`src/rtl/stream_pkg.sv`:
```
// Shared definitions for the gen_seq / seq_chk stream protocol:
// flag bit positions on both directions and the checker's framing states.
package stream_pkg;

  // Downstream flags uc_mflags = {A,F,L,V}
  localparam int MF_V = 0;
  localparam int MF_L = 1;
  localparam int MF_F = 2;
  localparam int MF_A = 3;

  // Upstream flags cu_sflags = {ERR,BSY}
  localparam int SF_BSY = 0;
  localparam int SF_ERR = 1;

  typedef enum logic {
    IDLE     = 1'b0,
    IN_FRAME = 1'b1
  } frame_state_e;

  typedef enum logic {
    BP_OFF = 1'b0,
    BP_ON  = 1'b1
  } bp_phase_e;

endpackage : stream_pkg

```
`src/rtl/seq_chk_bp_gen.sv`:
```
// Back-pressure pattern generator: alternates an OFF phase (BSY=0) and an ON
// phase (BSY=1) whose lengths are latched when each phase begins.
module bp_gen
  import stream_pkg::*;
#(
  parameter int BP_W = 8
) (
  input  logic            clk,
  input  logic            rst_n,
  input  logic [BP_W-1:0] off_len,
  input  logic [BP_W-1:0] on_len,
  output logic            bsy
);

  bp_phase_e       phase_q, phase_d;
  logic [BP_W-1:0] cnt_q, cnt_d;
  logic [BP_W-1:0] len_q, len_d;
  logic            len_vld_q, len_vld_d;
  logic [BP_W-1:0] cur_len;
  logic            phase_end;

  // The first OFF phase after reset has no latched length yet, so it follows
  // the live off_len until the first phase boundary.
  assign cur_len   = len_vld_q ? len_q : off_len;
  assign phase_end = ((BP_W+1)'(cnt_q) + (BP_W+1)'(1)) >= (BP_W+1)'(cur_len);

  // NOTE: every always_comb output gets a default first so no path leaves it
  // unassigned, which would otherwise infer a latch.
  always_comb begin
    phase_d   = phase_q;
    cnt_d     = cnt_q + BP_W'(1);
    len_d     = len_q;
    len_vld_d = len_vld_q;
    if (phase_end) begin
      cnt_d     = '0;
      len_vld_d = 1'b1;
      if (on_len == '0) begin
        phase_d = BP_OFF;
        len_d   = off_len;
      end else if (phase_q == BP_OFF || off_len == '0) begin
        phase_d = BP_ON;
        len_d   = on_len;
      end else begin
        phase_d = BP_OFF;
        len_d   = off_len;
      end
    end
  end

  // NOTE: sequential state uses non-blocking assignments only, so every flop
  // samples the pre-edge value of its neighbours.
  always_ff @(posedge clk or negedge rst_n) begin
    if (!rst_n) begin
      phase_q   <= BP_OFF;
      cnt_q     <= '0;
      len_q     <= '0;
      len_vld_q <= 1'b0;
    end else begin
      phase_q   <= phase_d;
      cnt_q     <= cnt_d;
      len_q     <= len_d;
      len_vld_q <= len_vld_d;
    end
  end

  assign bsy = (phase_q == BP_ON);

endmodule : bp_gen

```
`config.mk`:
```
export PLATFORM = sky130hd
export DESIGN_NAME = bp_gen
export DESIGN_NICKNAME = d
export VERILOG_FILES = /design/src/rtl/stream_pkg.sv /design/src/rtl/seq_chk_bp_gen.sv
export SDC_FILE = /design/constraint.sdc
export NUM_CORES = 1
export LEC_CHECK = 0
export BUFFER_PORTS_ARGS = -buffer_cell sky130_fd_sc_hd__buf_2
export CAP_MARGIN = 5
export CORE_MARGIN = 2
export CORE_UTILIZATION = 55
export DETAILED_ROUTE_END_ITERATION = 10
export GPL_ROUTABILITY_DRIVEN = 0
export GPL_TIMING_DRIVEN = 0
export PLACE_DENSITY = 0.76
export SYNTH_ARGS = -nofsm -noshare
export SYNTH_HDL_FRONTEND = slang
export SYNTH_SLANG_ARGS = --single-unit
```
`constraint.sdc`:
```
create_clock -name clk -period 5.87 [get_ports clk]
set_input_delay 0.8805 -clock clk [delete_from_list [all_inputs] [get_ports clk]]
set_output_delay 0.8805 -clock clk [all_outputs]
set_load 0.02 [all_outputs]
```
==> metrics.txt, run 1 <==
Clock Sinks 18; ratio of cells with drive above 1 in the final layout 0.311; Syn. warnings 0; max-slew violation total from the final report 0; Pre-antenna DRT Iters 4; category of the critical setup timing path flip-flop to flip-flop; Diodes inserted 0; post-cts repair resize count 0; Final Net Count 147; net count after synthesis 124; largest family of logic cells by synthesized area multiplexers; cell types with the largest area share after synthesis sky130_fd_sc_hd__dfrtp_1, sky130_fd_sc_hd__ha_1, sky130_fd_sc_hd__mux2_2; number of distinct library cells after synthesis 27; cell count after synthesis 97; height of the die 49.3 µm; H-tree levels 1; reported max-cap violation count 0; DRC violation total after the first TritonRoute iteration 6; crit path max fanout 10; I/O Pins 19; number of buffers inserted for hold repair after clock tree synthesis 0; area fraction in and, or, nand and nor cells after synthesis 0.130; endpoints failing hold 0; clock tree from TritonCTS done; clock root buffer master sky130_fd_sc_hd__clkbuf_4; Num CTS Buffers 3; overall die width 49.3 µm; complex-gate fraction of the synthesized area 0.157; post-synthesis mux area share 0.161; proportion of synthesized chip area in sequential cells 0.399; remaining antenna violation count after routing 0; starting density of the core 0.581; vias per inst 5.84; number of endpoints failing setup at the final stage 0; DP Wirelength 1800 µm; number of global-route vias before repair 857; Synth Register Bits 18; Final Cycle Share 0.483; Post-Route Utilization 0.664; Synth Area per Inst 11.6 µm²; worst supply voltage drop on vdd 0.321 mV; share of the synthesized netlist area taken by xor and xnor gates 0.0466; drt total wl 2270 µm; antenna violations before repair 0; Max transition margin 0.596; number of buffers added for setup after CTS 0; setup repair after global routing missed its margin false; power per unit of standard cell area 569 mW/mm²; residual overflow from global routing 0; Area growth syn-to-layout 14.2%; maximum buffer depth of the clock tree 2; class of the tightest hold or removal check input port to asynchronous set/reset pin; proportion of netlist area held by the largest area contributor 0.399; Final min period 2.83 ns; clock latency on the worst-skew pair 0.29 ns; most area-hungry cell type in the Yosys netlist sky130_fd_sc_hd__dfrtp_1; non-filler instance count after layout 146; wire length of the first global-routing pass 3950 µm; CP arrival 3.02 ns; remaining routing DRC violations 0; average wire per standard cell 15.5 µm; Crit. End Element flip-flop; crit start category flip-flop; summed negative setup slack over all endpoints 0 ns; required time of the critical path 6.06 ns; pin slew with the least headroom to its limit 0.606 ns; Std-Cell Rows 16; clock transition at the registers of the reported paths 0.10 ns; final clock skew 0.00576 ns; die footprint 0.00243 mm²; via count of the routed design 852; core area 0.00194 mm²; leakage power 0.650 nW; achievable frequency 353 MHz; Post-Synth Adder-Cell Area 0.0998; most frequent cells in the layout sky130_fd_sc_hd__dfrtp_1, sky130_fd_sc_hd__buf_2, sky130_fd_sc_hd__mux2_2, sky130_fd_sc_hd__ha_1; number of placed instances with taps included 142; fill cell instance count of the final layout 167; maximum number of pins on one net before global-route repair 19; status finished, final reports clean; Synth Cell Area 0.00113 mm²; global-route usage over all layers 0.213; port bufs 18
[state kept, by name, summed over array words and instances, names as in the netlist]
name / count
len_q: 8
len_vld_q: 1
cnt_q: 8
bsy: 1
[Yosys cell counts (all sizes together)]
cell type   n
or4         2
o311a       1
a21oi       1
nand3       3
o311ai      1
a31oi       1
a22o        8
and3        1
dfrtp      18
a21o        2
o21ai       2
o21a        1
ha          9
nor4        2
mux2        9
xor2        3
nand2b      2
mux2i       8
and2        7
xnor2       3
clkbuf      1
nand2       7
inv         1
a211oi      1
nor2        3
[per-layer routing]
layer / vias up / share of wire / track usage / wire length (µm)
met3: 6 / 0.021 / 0.0399 / 47
li1: 408 / - / - / -
met5: - / 0 / 0 / 0
met4: 0 / 0.019 / 0.0714 / 42
met1: 425 / 0.45 / 0.261 / 1020
met2: 13 / 0.51 / 0.374 / 1150
[critical path, stage by stage (launching register included)]
cell and delay, ns:
sky130_fd_sc_hd__dfrtp_1 0.34, sky130_fd_sc_hd__clkbuf_1 0.47, sky130_fd_sc_hd__mux2_2 0.41, sky130_fd_sc_hd__ha_1 0.26, sky130_fd_sc_hd__nand2b_1 0.09, sky130_fd_sc_hd__a21o_1 0.12, sky130_fd_sc_hd__a21oi_2 0.08, sky130_fd_sc_hd__o311ai_4 0.55
sky130_fd_sc_hd__mux2_2 0.41
[power breakdown]
group          internal, mW  switching, mW  total (mW)  leakage, nW
Combinational         0.219          0.219       0.437        0.408
Sequential            0.180         0.0398       0.220        0.221
Clock                0.0378         0.0385      0.0763       0.0210
Total                 0.437          0.297       0.734        0.650
[layout make-up]
cell class	instances	area [µm²]	share of cell area
timing repair buffer	18	90.1	0.0699
clock buffer	4	36.3	0.0282
tap	27	33.8	0.0262
inverter	1	3.75	0.00291
buffer	1	3.75	0.00291
sequential	18	450	0.350
multi-input combinational	77	671	0.520
[cells by family after synthesis]
| group | count (synthesis) |
|---|---|
| simple gates | 27 |
| compound gates | 18 |
| flops | 18 |
| mux | 17 |
| fa+ha+maj | 9 |
| xor+xnor | 6 |
| buf+inv | 2 |
[per-stage QoR]
stage	hold slack [ns]	cell area (µm²)	power (mW)	setup slack (ns)
4_1_cts	0.511	1290	0.745	3.02
6_report	0.499	1290	0.734	3.04
5_1_grt	0.518	1290	0.803	2.86
2_1_floorplan	0.474	1130	0.569	3.26
3_5_place_dp	0.492	1250	0.663	2.97
3_3_place_gp	0.486	1250	0.637	2.99
[worst paths after layout]
path | startpoint | end | slack, ns | cells after the start
worst max-delay path | len_vld_q$_DFFE_PN0P_ | len_q[1]$_DFFE_PN0P_ | 3.04 | 8
worst min-delay path | rst_n | len_q[4]$_DFFE_PN0P_ | 0.50 | 1
worst max register to register | len_vld_q$_DFFE_PN0P_ | len_q[1]$_DFFE_PN0P_ | 3.04 | 8
worst min register to register | len_q[0]$_DFFE_PN0P_ | len_q[0]$_DFFE_PN0P_ | 0.52 | 1
max in group asynchronous | rst_n | cnt_q[1]$_DFF_PN0_ | 5.08 | 1
min in group clk | len_q[0]$_DFFE_PN0P_ | len_q[0]$_DFFE_PN0P_ | 0.52 | 1
Power figures use the tool's default switching activity.
==> inputs of run 2 (changes only) <==
Settings changed: CORE_UTILIZATION 55 to 54, PLACE_DENSITY 0.76 to 0.75.
Clock period 5.87 ns to 3 ns, I/O delays scaled along.
==> run 2 against run 1 <==
Fmax is 0.48% higher. Via count is 3.4% lower. Global-route usage is 2.4 points lower. Hold slack worse by 0.42 ns. Clock skew hardly changed.
==> metrics.txt, run 2 (same netlist as run 1, synthesis figures left out) <==
remaining antenna violation count after routing 0 (unchanged); achievable frequency 355 MHz (was 353 MHz); finished layout cell area 0.00127 mm² (was 0.00129 mm²); most frequent cells in the layout sky130_fd_sc_hd__dfrtp_1, sky130_fd_sc_hd__buf_2, sky130_fd_sc_hd__mux2_2, sky130_fd_sc_hd__ha_1 (unchanged); Clock Sinks 18 (unchanged); die footprint 0.00247 mm² (was 0.00243 mm²); number of buffers added for setup after CTS 0 (unchanged); placed cell areas 0.00125 mm² (unchanged); share of total power in sequential cells 0.307 (was 0.300); via count of the routed design 823 (was 852); H-tree levels 1 (unchanged); number of buffers inserted for hold repair after clock tree synthesis 0 (unchanged); Final min period 2.82 ns (was 2.83 ns); reported max-cap violation count 0 (unchanged); residual overflow from global routing 0 (unchanged); DRC violation total after the first TritonRoute iteration 17 (was 6); summed negative setup slack over all endpoints 0 ns (unchanged); crit start category flip-flop (unchanged); core area 0.00196 mm² (was 0.00194 mm²); category of the critical setup timing path flip-flop to flip-flop (unchanged); power per unit of standard cell area 1090 mW/mm² (was 569 mW/mm²); remaining routing DRC violations 0 (unchanged); Max transition margin 0.611 (was 0.596); endpoints failing hold 0 (unchanged); height of the die 49.7 µm (was 49.3 µm); Crit. End Element flip-flop (unchanged); switching power total 0.559 mW (was 0.297 mW); class of the tightest hold or removal check input port to asynchronous set/reset pin (unchanged); Gate power share 0.608 (was 0.596); Num CTS Buffers 3 (unchanged); average wire per standard cell 14.5 µm (was 15.5 µm); Diodes inserted 0 (unchanged); Final Net Count 147 (unchanged); vias per inst 5.68 (was 5.84); Post-Route Utilization 0.650 (was 0.664); internal cell power 0.825 mW (was 0.437 mW); Pre-antenna DRT Iters 4 (unchanged); maximum buffer depth of the clock tree 2 (unchanged); Area growth syn-to-layout 13.0% (was 14.2%); wire length of the first global-routing pass 3570 µm (was 3950 µm); drt total wl 2100 µm (was 2270 µm); maximum number of pins on one net before global-route repair 19 (unchanged); ratio of cells with drive above 1 in the final layout 0.305 (was 0.311); port bufs 18 (unchanged); DP Wirelength 1690 µm (was 1800 µm); area used by multi-input combinational logic 671 µm² (unchanged); switching part of the total 0.404 (was 0.405); overall die width 49.7 µm (was 49.3 µm); starting density of the core 0.575 (was 0.581); clock latency on the worst-skew pair 0.29 ns (about the same); number of endpoints failing setup at the final stage 0 (unchanged); Post-Route Hold Slack 0.0766 ns (was 0.499 ns); crit path max fanout 10 (unchanged); clock tree from TritonCTS done (unchanged); Std-Cell Rows 16 (unchanged); status finished, final reports clean (unchanged); post-cts repair resize count 0 (unchanged); max-slew violation total from the final report 0 (unchanged); global-route usage over all layers 0.189 (was 0.213); Final Cycle Share 0.940 (was 0.483); final clock skew 0.00620 ns (was 0.00576 ns); clock root buffer master sky130_fd_sc_hd__clkbuf_4 (unchanged); final worst-path setup slack 0.179 ns (was 3.04 ns); number of global-route vias before repair 794 (was 857); setup repair after global routing missed its margin false (unchanged); clock transition at the registers of the reported paths 0.10 ns (about the same); leading registers by flop count cnt_q: 8 flops, len_q: 8 flops (unchanged); Clock power frac 0.085 (was 0.104); Storage cell area 450 µm² (unchanged); required time of the critical path 3.18 ns (was 6.06 ns); I/O Pins 19 (unchanged); leakage power 0.643 nW (was 0.650 nW); worst supply voltage drop on vdd 0.724 mV (was 0.321 mV); antenna violations before repair 0 (unchanged); fill cell instance count of the final layout 183 (was 167); pin slew with the least headroom to its limit 0.582 ns (was 0.606 ns); worst slack at placement 0.199 ns (was 2.97 ns); CP arrival 3.00 ns (was 3.02 ns)
[run 2: cell types whose count changed in the layout (fill, tap and decap cells not counted), sizes merged]
cell,before,now
clkbuf,5,4
[run 2: per-stage QoR]
stage	total power [mW]	cells
after detailed placement	1.28	142
after global placement	1.25	142
after floorplan	1.11	97
after CTS	1.41	145
final	1.38	145
after global routing	1.52	145
[run 2: area by class of cell]
cell class,instances,area share
sequential,18,0.353
timing repair buffer,18,0.0707
buffer,1,0.00294
clock buffer,3,0.0177
inverter,1,0.00294
multi-input combinational,77,0.526
tap,27,0.0265
[run 2: per-layer routing]
| layer | vias to the layer above | routed length, µm | track usage |
|---|---|---|---|
| li1 | 402 | - | - |
| met2 | 10 | 1030 | 0.300 |
| met3 | 4 | 41 | 0.0273 |
| met5 | - | 0 | 0 |
| met1 | 407 | 988 | 0.256 |
| met4 | 0 | 39 | 0.0833 |
[run 2: worst paths after layout]
path | start | end | slack [ns] | cells past startpoint
worst max-delay path | len_vld_q$_DFFE_PN0P_ | len_q[6]$_DFFE_PN0P_ | 0.18 | 8
worst min-delay path | rst_n | len_q[0]$_DFFE_PN0P_ | 0.08 | 1
worst max register to register | len_vld_q$_DFFE_PN0P_ | len_q[6]$_DFFE_PN0P_ | 0.18 | 8
worst min register to register | len_q[1]$_DFFE_PN0P_ | len_q[1]$_DFFE_PN0P_ | 0.52 | 1
max in group asynchronous | rst_n | cnt_q[0]$_DFF_PN0_ | 2.63 | 1
min in group clk | on_len[3] | len_q[3]$_DFFE_PN0P_ | 0.51 | 3
[run 2: power groups by stage]
stage	Combinational (mW)	Sequential, mW	Clock (mW)
2_1_floorplan	0.693	0.421	0
3_3_place_gp	0.823	0.424	0
3_5_place_dp	0.853	0.431	0
4_1_cts	0.857	0.425	0.125
5_1_grt	0.948	0.438	0.134
6_report	0.841	0.425	0.118
[run 2: critical path, cell delays in order, from the launching register on]
cell                       delay (ns)
sky130_fd_sc_hd__dfrtp_1         0.33
sky130_fd_sc_hd__clkbuf_1        0.45
sky130_fd_sc_hd__mux2_2          0.41
sky130_fd_sc_hd__ha_1            0.26
sky130_fd_sc_hd__nand2b_1        0.09
sky130_fd_sc_hd__a21o_1          0.12
sky130_fd_sc_hd__a21oi_2         0.07
sky130_fd_sc_hd__o311ai_4        0.55
sky130_fd_sc_hd__mux2_2          0.41
